`src/rtl/pixel_array_ctrl.sv`:
```
// rtl/pixel_array_ctrl.sv - erase/expose/ramp/readout sequencer for the 2x2 pixel array
// Outputs are registered from the next-state decode so they always match the current state.
module pixel_array_ctrl #(
  parameter int ERASE_CYCLES   = 5,
  parameter int EXPOSE_CYCLES  = 255,
  parameter int CONVERT_CYCLES = 255
) (
  input  logic       clk,
  input  logic       reset,
  input  logic       start,
  output logic       erase,
  output logic       ana_reset,
  output logic       expose,
  output logic       ana_ramp,
  output logic       read1,
  output logic       read2,
  output logic [7:0] pix_data_drv,
  output logic       pix_data_oe,
  input  logic [7:0] pix_data1_in,
  input  logic [7:0] pix_data2_in,
  output logic [7:0] out_data,
  output logic [1:0] out_index,
  output logic       out_valid,
  input  logic       out_ready,
  output logic       busy,
  output logic       frame_done
);

  localparam logic [3:0] S_IDLE    = 4'd0;
  localparam logic [3:0] S_ERASE   = 4'd1;
  localparam logic [3:0] S_EXPOSE  = 4'd2;
  localparam logic [3:0] S_CONVERT = 4'd3;
  localparam logic [3:0] S_TURN    = 4'd4;
  localparam logic [3:0] S_RSETTLE = 4'd5;
  localparam logic [3:0] S_RCAPT   = 4'd6;
  localparam logic [3:0] S_OUT0    = 4'd7;
  localparam logic [3:0] S_OUT1    = 4'd8;

  localparam int CW = 16;
  localparam logic [CW-1:0] ERASE_LAST   = CW'(ERASE_CYCLES - 1);
  localparam logic [CW-1:0] EXPOSE_LAST  = CW'(EXPOSE_CYCLES - 1);
  localparam logic [CW-1:0] CONVERT_LAST = CW'(CONVERT_CYCLES - 1);

  logic [3:0]    state, state_n;
  logic [CW-1:0] cnt, cnt_n;
  logic          row, row_n;
  logic [7:0]    p_b;
  logic          last_q;
  logic          accept;
  logic          out_n;

  assign accept     = out_valid & out_ready;
  // Combinational in out_ready so the pulse lands on the accepting cycle itself.
  assign frame_done = last_q & accept;
  assign out_n      = (state_n == S_OUT0) || (state_n == S_OUT1);

  always_comb begin
    state_n = state;
    cnt_n   = cnt;
    row_n   = row;
    case (state)
      S_IDLE: if (start) begin
        state_n = S_ERASE;
        cnt_n   = '0;
        row_n   = 1'b0;
      end
      S_ERASE:
        if (cnt == ERASE_LAST) begin state_n = S_EXPOSE; cnt_n = '0; end
        else cnt_n = cnt + 1'b1;
      S_EXPOSE:
        if (cnt == EXPOSE_LAST) begin state_n = S_CONVERT; cnt_n = '0; end
        else cnt_n = cnt + 1'b1;
      S_CONVERT:
        if (cnt == CONVERT_LAST) begin state_n = S_TURN; cnt_n = '0; end
        else cnt_n = cnt + 1'b1;
      S_TURN:    state_n = S_RSETTLE;
      S_RSETTLE: state_n = S_RCAPT;
      S_RCAPT:   state_n = S_OUT0;
      S_OUT0:    if (accept) state_n = S_OUT1;
      S_OUT1: if (accept) begin
        if (row) state_n = S_IDLE;
        else begin
          state_n = S_RSETTLE;
          row_n   = 1'b1;
        end
      end
      default: state_n = S_IDLE;
    endcase
  end

  always_ff @(posedge clk or posedge reset) begin
    if (reset) begin
      state        <= S_IDLE;
      cnt          <= '0;
      row          <= 1'b0;
      p_b          <= 8'h00;
      last_q       <= 1'b0;
      erase        <= 1'b0;
      ana_reset    <= 1'b0;
      expose       <= 1'b0;
      ana_ramp     <= 1'b0;
      read1        <= 1'b0;
      read2        <= 1'b0;
      pix_data_drv <= 8'h00;
      pix_data_oe  <= 1'b0;
      out_data     <= 8'h00;
      out_index    <= 2'd0;
      out_valid    <= 1'b0;
      busy         <= 1'b0;
    end else begin
      state        <= state_n;
      cnt          <= cnt_n;
      row          <= row_n;
      if (state == S_RCAPT) p_b <= pix_data2_in;
      last_q       <= (state_n == S_OUT1) && row_n;
      erase        <= (state_n == S_ERASE);
      ana_reset    <= (state_n == S_ERASE);
      expose       <= (state_n == S_EXPOSE);
      ana_ramp     <= (state_n == S_CONVERT);
      pix_data_oe  <= (state_n == S_CONVERT);
      pix_data_drv <= (state_n == S_CONVERT) ? cnt_n[7:0] : 8'h00;
      read1        <= ((state_n == S_RSETTLE) || (state_n == S_RCAPT)) && !row_n;
      read2        <= ((state_n == S_RSETTLE) || (state_n == S_RCAPT)) && row_n;
      out_valid    <= out_n;
      out_index    <= out_n ? {row_n, state_n == S_OUT1} : 2'd0;
      // Bus 1 is taken straight off the capture edge; bus 2 waits in p_b for OUT1.
      if (state_n == S_OUT0)      out_data <= (state == S_RCAPT) ? pix_data1_in : out_data;
      else if (state_n == S_OUT1) out_data <= p_b;
      else                        out_data <= 8'h00;
      busy         <= (state_n != S_IDLE);
    end
  end

endmodule

```
`config.mk`:
```
export PLATFORM = sky130hd
export DESIGN_NAME = pixel_array_ctrl
export DESIGN_NICKNAME = d
export VERILOG_FILES = /design/src/rtl/pixel_array_ctrl.sv
export SDC_FILE = /design/constraint.sdc
export NUM_CORES = 1
export LEC_CHECK = 0
export ABC_AREA = 1
export ABC_CLOCK_PERIOD_IN_PS = 2400
export CORE_MARGIN = 8
export CORE_UTILIZATION = 30
export CTS_CLUSTER_SIZE = 40
export DETAILED_ROUTE_END_ITERATION = 8
export GPL_ROUTABILITY_DRIVEN = 0
export HOLD_SLACK_MARGIN = 0.08
export RECOVER_POWER = 100
export SLEW_MARGIN = 15
export SYNTH_ARGS = -nofsm -noshare
export SYNTH_HDL_FRONTEND = slang
export SYNTH_SLANG_ARGS = --single-unit
export TNS_END_PERCENT = 5
```
`constraint.sdc`:
```
create_clock -name clk -period 2.4 [get_ports clk]
set_input_delay 0.72 -clock clk [delete_from_list [all_inputs] [get_ports clk]]
set_output_delay 0.72 -clock clk [all_outputs]
set_load 0.005 [all_outputs]
```
Yosys cells after proc, flatten, opt, wreduce, memory -nomap -nowiden

Index checks and enable logic that the tools add are counted.

Word-level logic and storage cells: 69
Flip-flop bits (word level): 55
Input port bits: 20
Output and inout port bits: 28

Reduce and logical (&&, ||, !) cells: 11
Multiplexer cells: 20
Bitwise logic cells: 2
$add $sub $neg: 1
Equality and inequality tests: 19

Operators with widths:

| kind                                                  | number |
|---|---|
| two-way mux 16 bit                                    | 3 |
| case mux 16 bit (3 select lines)                      | 1 |
| case mux 4 bit (9 select lines)                       | 1 |
| two-way mux 8 bit                                     | 4 |
| equality test 4 x 3 -> 1 bit (second input constant)  | 7 |
| two-way mux 4 bit                                     | 6 |
| adder 16 x 1 -> 16 bit (second input constant)        | 1 |
| equality test 16 x 3 -> 1 bit (second input constant) | 1 |
| equality test 16 x 8 -> 1 bit (second input constant) | 1 |
| equality test 4 x 2 -> 1 bit (second input constant)  | 4 |
| equality test 4 x 1 -> 1 bit (second input constant)  | 2 |
| equality test 4 bit (second input constant)           | 2 |
| logical NOT 4 bit                                     | 1 |
| nonzero test 4 bit                                    | 1 |
| logical AND 1 bit                                     | 3 |
| two-way mux 3 bit                                     | 1 |
| nonzero test 3 bit                                    | 1 |
| bitwise AND 1 bit                                     | 2 |
| logical OR 1 bit                                      | 2 |
| two-way mux 1 bit                                     | 2 |
| two-way mux 2 bit                                     | 1 |
| != test 2 x 1 -> 1 bit (second input constant)        | 1 |
| != test 2 bit (second input constant)                 | 1 |
| case mux 1 bit (2 select lines)                       | 1 |
| 3 further kinds                                       | 3 |

Longest topological paths before layout

Depth in word-level cells: 6
Mapped depth: 14

Worst setup path before layout

Ideal clock, no wire load.

Path type: input to register
Start point: input port out_ready
End point: register out_data[0]
Setup slack: 0.569 ns
Setup time: 0.117 ns
Arrival: 1.714 ns
Stages on the path: 10
Path buffers: 1
Data required time: 2.283 ns
Cell sequence: nand2_1 -> o21ai_0 -> nor2_1 -> a21oi_2 -> nand2_2 -> buf_6 -> nand4_1 -> nand2_1 -> nand2_1 -> nand2_1

Cells in the longest elaborated chain, start to end: 6

Ends and longest elaborated chain:

| element                                     | RTL line | text |
|---|---|---|
| start, declared                             | 24       | `input logic out_ready,` |
| bitwise AND 1 bit *                         | 52       | `assign accept = out_valid & out_ready;` |
| two-way mux 4 bit, on equally long branches | 80, 79   |  |
| case mux 4 bit (9 select lines) *           | 61       | `case (state)` |
| via state_n[0]                              | 44       | `logic [3:0] state, state_n;` |
| equality test 4 bit                         | 128      | `else if (state_n == S_OUT1) out_data <= p_b;` |
| two-way mux 8 bit                           | 128      |  |
| two-way mux 8 bit                           | 127      | `if (state_n == S_OUT0) out_data <= (state == S_RCAPT) ? pix_data1_in : out_data;` |
| end signal, assigned                        | 127      |  |
| end signal, assigned                        | 128      |  |
| end, declared                               | 21       | `output logic [7:0] out_data,` |

The timed path passes the listed nets; every way through them passes the cells marked *.
A chain may end at the register's enable or synchronous reset.

Final worst setup path

Start point: input port out_ready
End point: output port frame_done

Cells in the longest elaborated chain, start to end: 2

Ends and longest elaborated chain:

| element           | RTL line | text |
|---|---|---|
| bitwise AND 1 bit | 52       |  |
| bitwise AND 1 bit | 54       | `assign frame_done = last_q & accept;` |
| end, declared     | 26       | `output logic frame_done` |

Every way passes these cells.

==> impl_metrics.py <==
metrics = {
    "logic_synthesis": {
        "synthCells": 311,
        "yosysSeqAreaShare_pct": 51.43,
        "synth_nets": 334,
        "syn_area_per_cell_um2": 8.606,
        "ys_seq_elements": 55,
        "yosys_warnings": 0,
        "synth_cell_type_count": 29,
        "synth.cell_area_um2": 2676,
    },
    "detailed_routing": {
        "ant_nets": 0,
        "num_vias": 2171,
        "firstDrtPassIters": 5,
        "first_iter_violations": 73,
        "routedWlPerCell_um": 12.38,
        "routed_wl_mm": 5.903,
        "drc": 0,
        "via_per_inst": 4.551,
    },
    "timing": {
        "relSlewSlack_pct": 12.50,
        "finalSetupViolCount": 0,
        "tightest_slew_ns": 1.312,
        "hold_viol": 0,
        "fin_crit_ns": 2.262,
        "slew_viol_final": 0,
        "tns_ns": 0,
        "setup_ws_ns": 0.1380,
        "rsz0062_at_grt": "no",
        "clock_skew_ns": 0.003122,
        "fin_crit_sh_pct": 94.25,
        "fmaxAchievable_mhz": 442.1,
    },
    "pwr": {
        "p_sw_share_pct": 39.94,
        "p_clk_share_pct": 16.0,
        "p_seq_share_pct": 40.2,
        "comb_power_share_pct": 43.8,
        "total_leakage_power_nw": 1.720,
        "power_density_nw_per_um2": 960.2,
        "power.switching_mw": 1.288,
        "peakVddDrop_uv": 338.8,
        "finalPower_mw": 3.225,
        "p_int_mw": 1.937,
    },
    "floorplan": {
        "rows": 34,
        "die_x_um": 110.5,
        "dieArea_um2": 12200,
        "die_h_um": 110.5,
        "start_util_pct": 30.84,
        "core_um2": 8678,
        "ios": 48,
    },
    "placed_design": {
        "place_area_um2": 3309,
        "place_hpwl_mm": 4.380,
        "preCtsSetupSlack_ns": -0.1459,
        "io_buffers": 47,
    },
    "setup_path": {
        "cp_max_fo": 2,
        "r2r_cells": 11,
        "reg2reg_slack_ns": 0.37,
        "worstSetupStartpointType": "input port",
        "r2r_start": "cnt[0]",
        "critPathKind": "input port to primary output",
        "cp.required_ns": 1.68,
        "crit_path_end": "frame_done",
        "endpoint_kind": "primary output",
        "reg2reg_to": "pix_data_drv[6]",
        "crit_arrival_ns": 1.54,
        "startpoint": "out_ready",
    },
    "hold_path": {
        "hold_class": "flop to flop",
    },
    "grt": {
        "grt_pass1_vias": 2199,
        "grt_remaining_overflow": 0,
        "grt_max_degree": 56,
        "grt_pass1_wl_mm": 10.38,
        "antenna_found_initial": 0,
        "grt.total_usage_pct": 9.899,
    },
    "clock_network": {
        "clock_sinks": 55,
        "cts_tree": "done",
        "clk_pin_slew_ns": 0.10,
        "cts_root_buffer": "clkbuf_8",
        "htree_levels": 2,
        "post_cts_buffers": 0,
        "clk_path_buf_depth": 2,
        "insertion_delay_ns": 0.31,
        "cts_buffers": 5,
        "cts_hold_buf": 0,
    },
    "layout": {
        "fin_util_pct": 38.70,
        "area_delta_synth_final_pct": 25.48,
        "antenna_cells": 0,
        "final_area_um2": 3358,
        "fillers": 894,
        "drive_above_1_share_pct": 11.65,
        "multi_input_comb_area_um2": 1082,
        "nNetsFinal": 391,
        "register_area_um2": 1376,
    },
    "run": {
        "drv_cap": 0,
    },
    "status": {
        "outcome": "complete, no violations",
    },
}
-- how the worst min path moves through the flow --
stage | endpoint | start | slack, ns | cells after the start
3_3_place_gp | out_data[4] | out_data[4] | 0.47 | 2
5_1_grt | out_data[6] | out_data[6] | 0.51 | 2
6_report | out_data[5] | out_data[5] | 0.49 | 2
3_5_place_dp | out_data[5] | out_data[5] | 0.47 | 2
2_1_floorplan | out_data[0] | out_data[0] | 0.47 | 2
4_1_cts | out_data[5] | out_data[5] | 0.50 | 2
-- synth_stat cells (all sizes together) --
library cell / number / area (um2)
nand2: 86 / 342.8
o21a: 1 / 7.510
ha: 3 / 37.54
o21ai: 8 / 43.79
nor2: 50 / 220.2
a211oi: 1 / 7.510
nor3b: 3 / 22.52
mux2: 8 / 90.09
nand4: 10 / 62.56
o22ai: 7 / 43.79
dfrtp: 55 / 1376
nand3: 11 / 65.06
xor2: 3 / 26.28
clkbuf: 1 / 3.750
nor4: 1 / 12.51
buf: 6 / 56.30
nor3: 4 / 30.03
a21oi: 15 / 82.58
inv: 37 / 138.9
or2: 1 / 6.260
-- power by group through the flow --
stage	combinational (mW)	sequential, mW	clock [mW]
floorplan	1.00	1.31	0
global placement	1.48	1.32	0
detailed placement	1.52	1.32	0
CTS	1.52	1.30	0.535
global route	1.62	1.33	0.567
finish	1.41	1.30	0.517
-- repair_timing --
item | 4_1_cts | 5_1_grt
hold endpoints to repair | 0 | 0
resized for setup | 1 | 0
setup endpoints to repair | 1 | 0
-- worst max-delay path, stage by stage --
cell	delay, ns
clkdlybuf4s50_1	0.45
nand2_1	0.06
nor2_1	0.07
dlygate4sd2_1	0.24
-- per-stage QoR --
step / instances / hold slack, ns
6_report: 477 / 0.4869
5_1_grt: 477 / 0.5142
4_1_cts: 477 / 0.4975
3_5_place_dp: 469 / 0.4710
3_3_place_gp: 469 / 0.4670
2_1_floorplan: 311 / 0.4724
-- cell type report --
cell class,count,area share [%]
repair buffers,57,16.02
inverters,37,4.136
clock buffers,5,2.049
flip-flops and latches,55,40.98
well taps,108,4.024
clock inverters,3,0.5589
multi-input cells,212,32.23
-- cell families (layout without fill, tap and decap cells) --
kind of cell	after synthesis	after routing	share of synthesized area, %
adder cells (fa/ha/maj)	3	3	1.403
XOR/XNOR	3	3	0.9819
AO/OA/AOI/OAI	32	32	6.919
flip-flops	55	55	51.43
buffers and inverters	44	102	7.433
multiplexers	8	8	3.366
AND/OR/NAND/NOR	166	166	28.47
-- flip-flops by register name, summed over array words and instances (netlist names) --
name and flops:
busy 1, pix_data_oe 1, last_q 1, expose 1, read1 1, p_b 8
state 4, read2 1, cnt 16, pix_data_drv 8, out_index 2, row 1
out_valid 1, ana_reset 1, out_data 8
-- layout by cell type, fill, tap and decap left out, drive strengths merged, types with 3 or more instances in the layout --
cell type / n
mux2: 8
nor2: 50
clkinv: 3
o22ai: 7
xor2: 3
nor3: 4
nor3b: 3
inv: 37
ha: 3
nand4: 10
o21ai: 8
buf: 7
dfrtp: 55
nand2: 86
dlygate4sd3: 28
clkbuf: 8
a21oi: 15
clkdlybuf4s50: 18
nand3: 11
-- metal layers --
metal  part of all wire, %  track usage (%)
met5                     0                0
met4                   1.5            3.694
met3                   4.2            2.110
met2                    48            16.26
met1                    46            12.39
(Power assumes the default switching activity.)
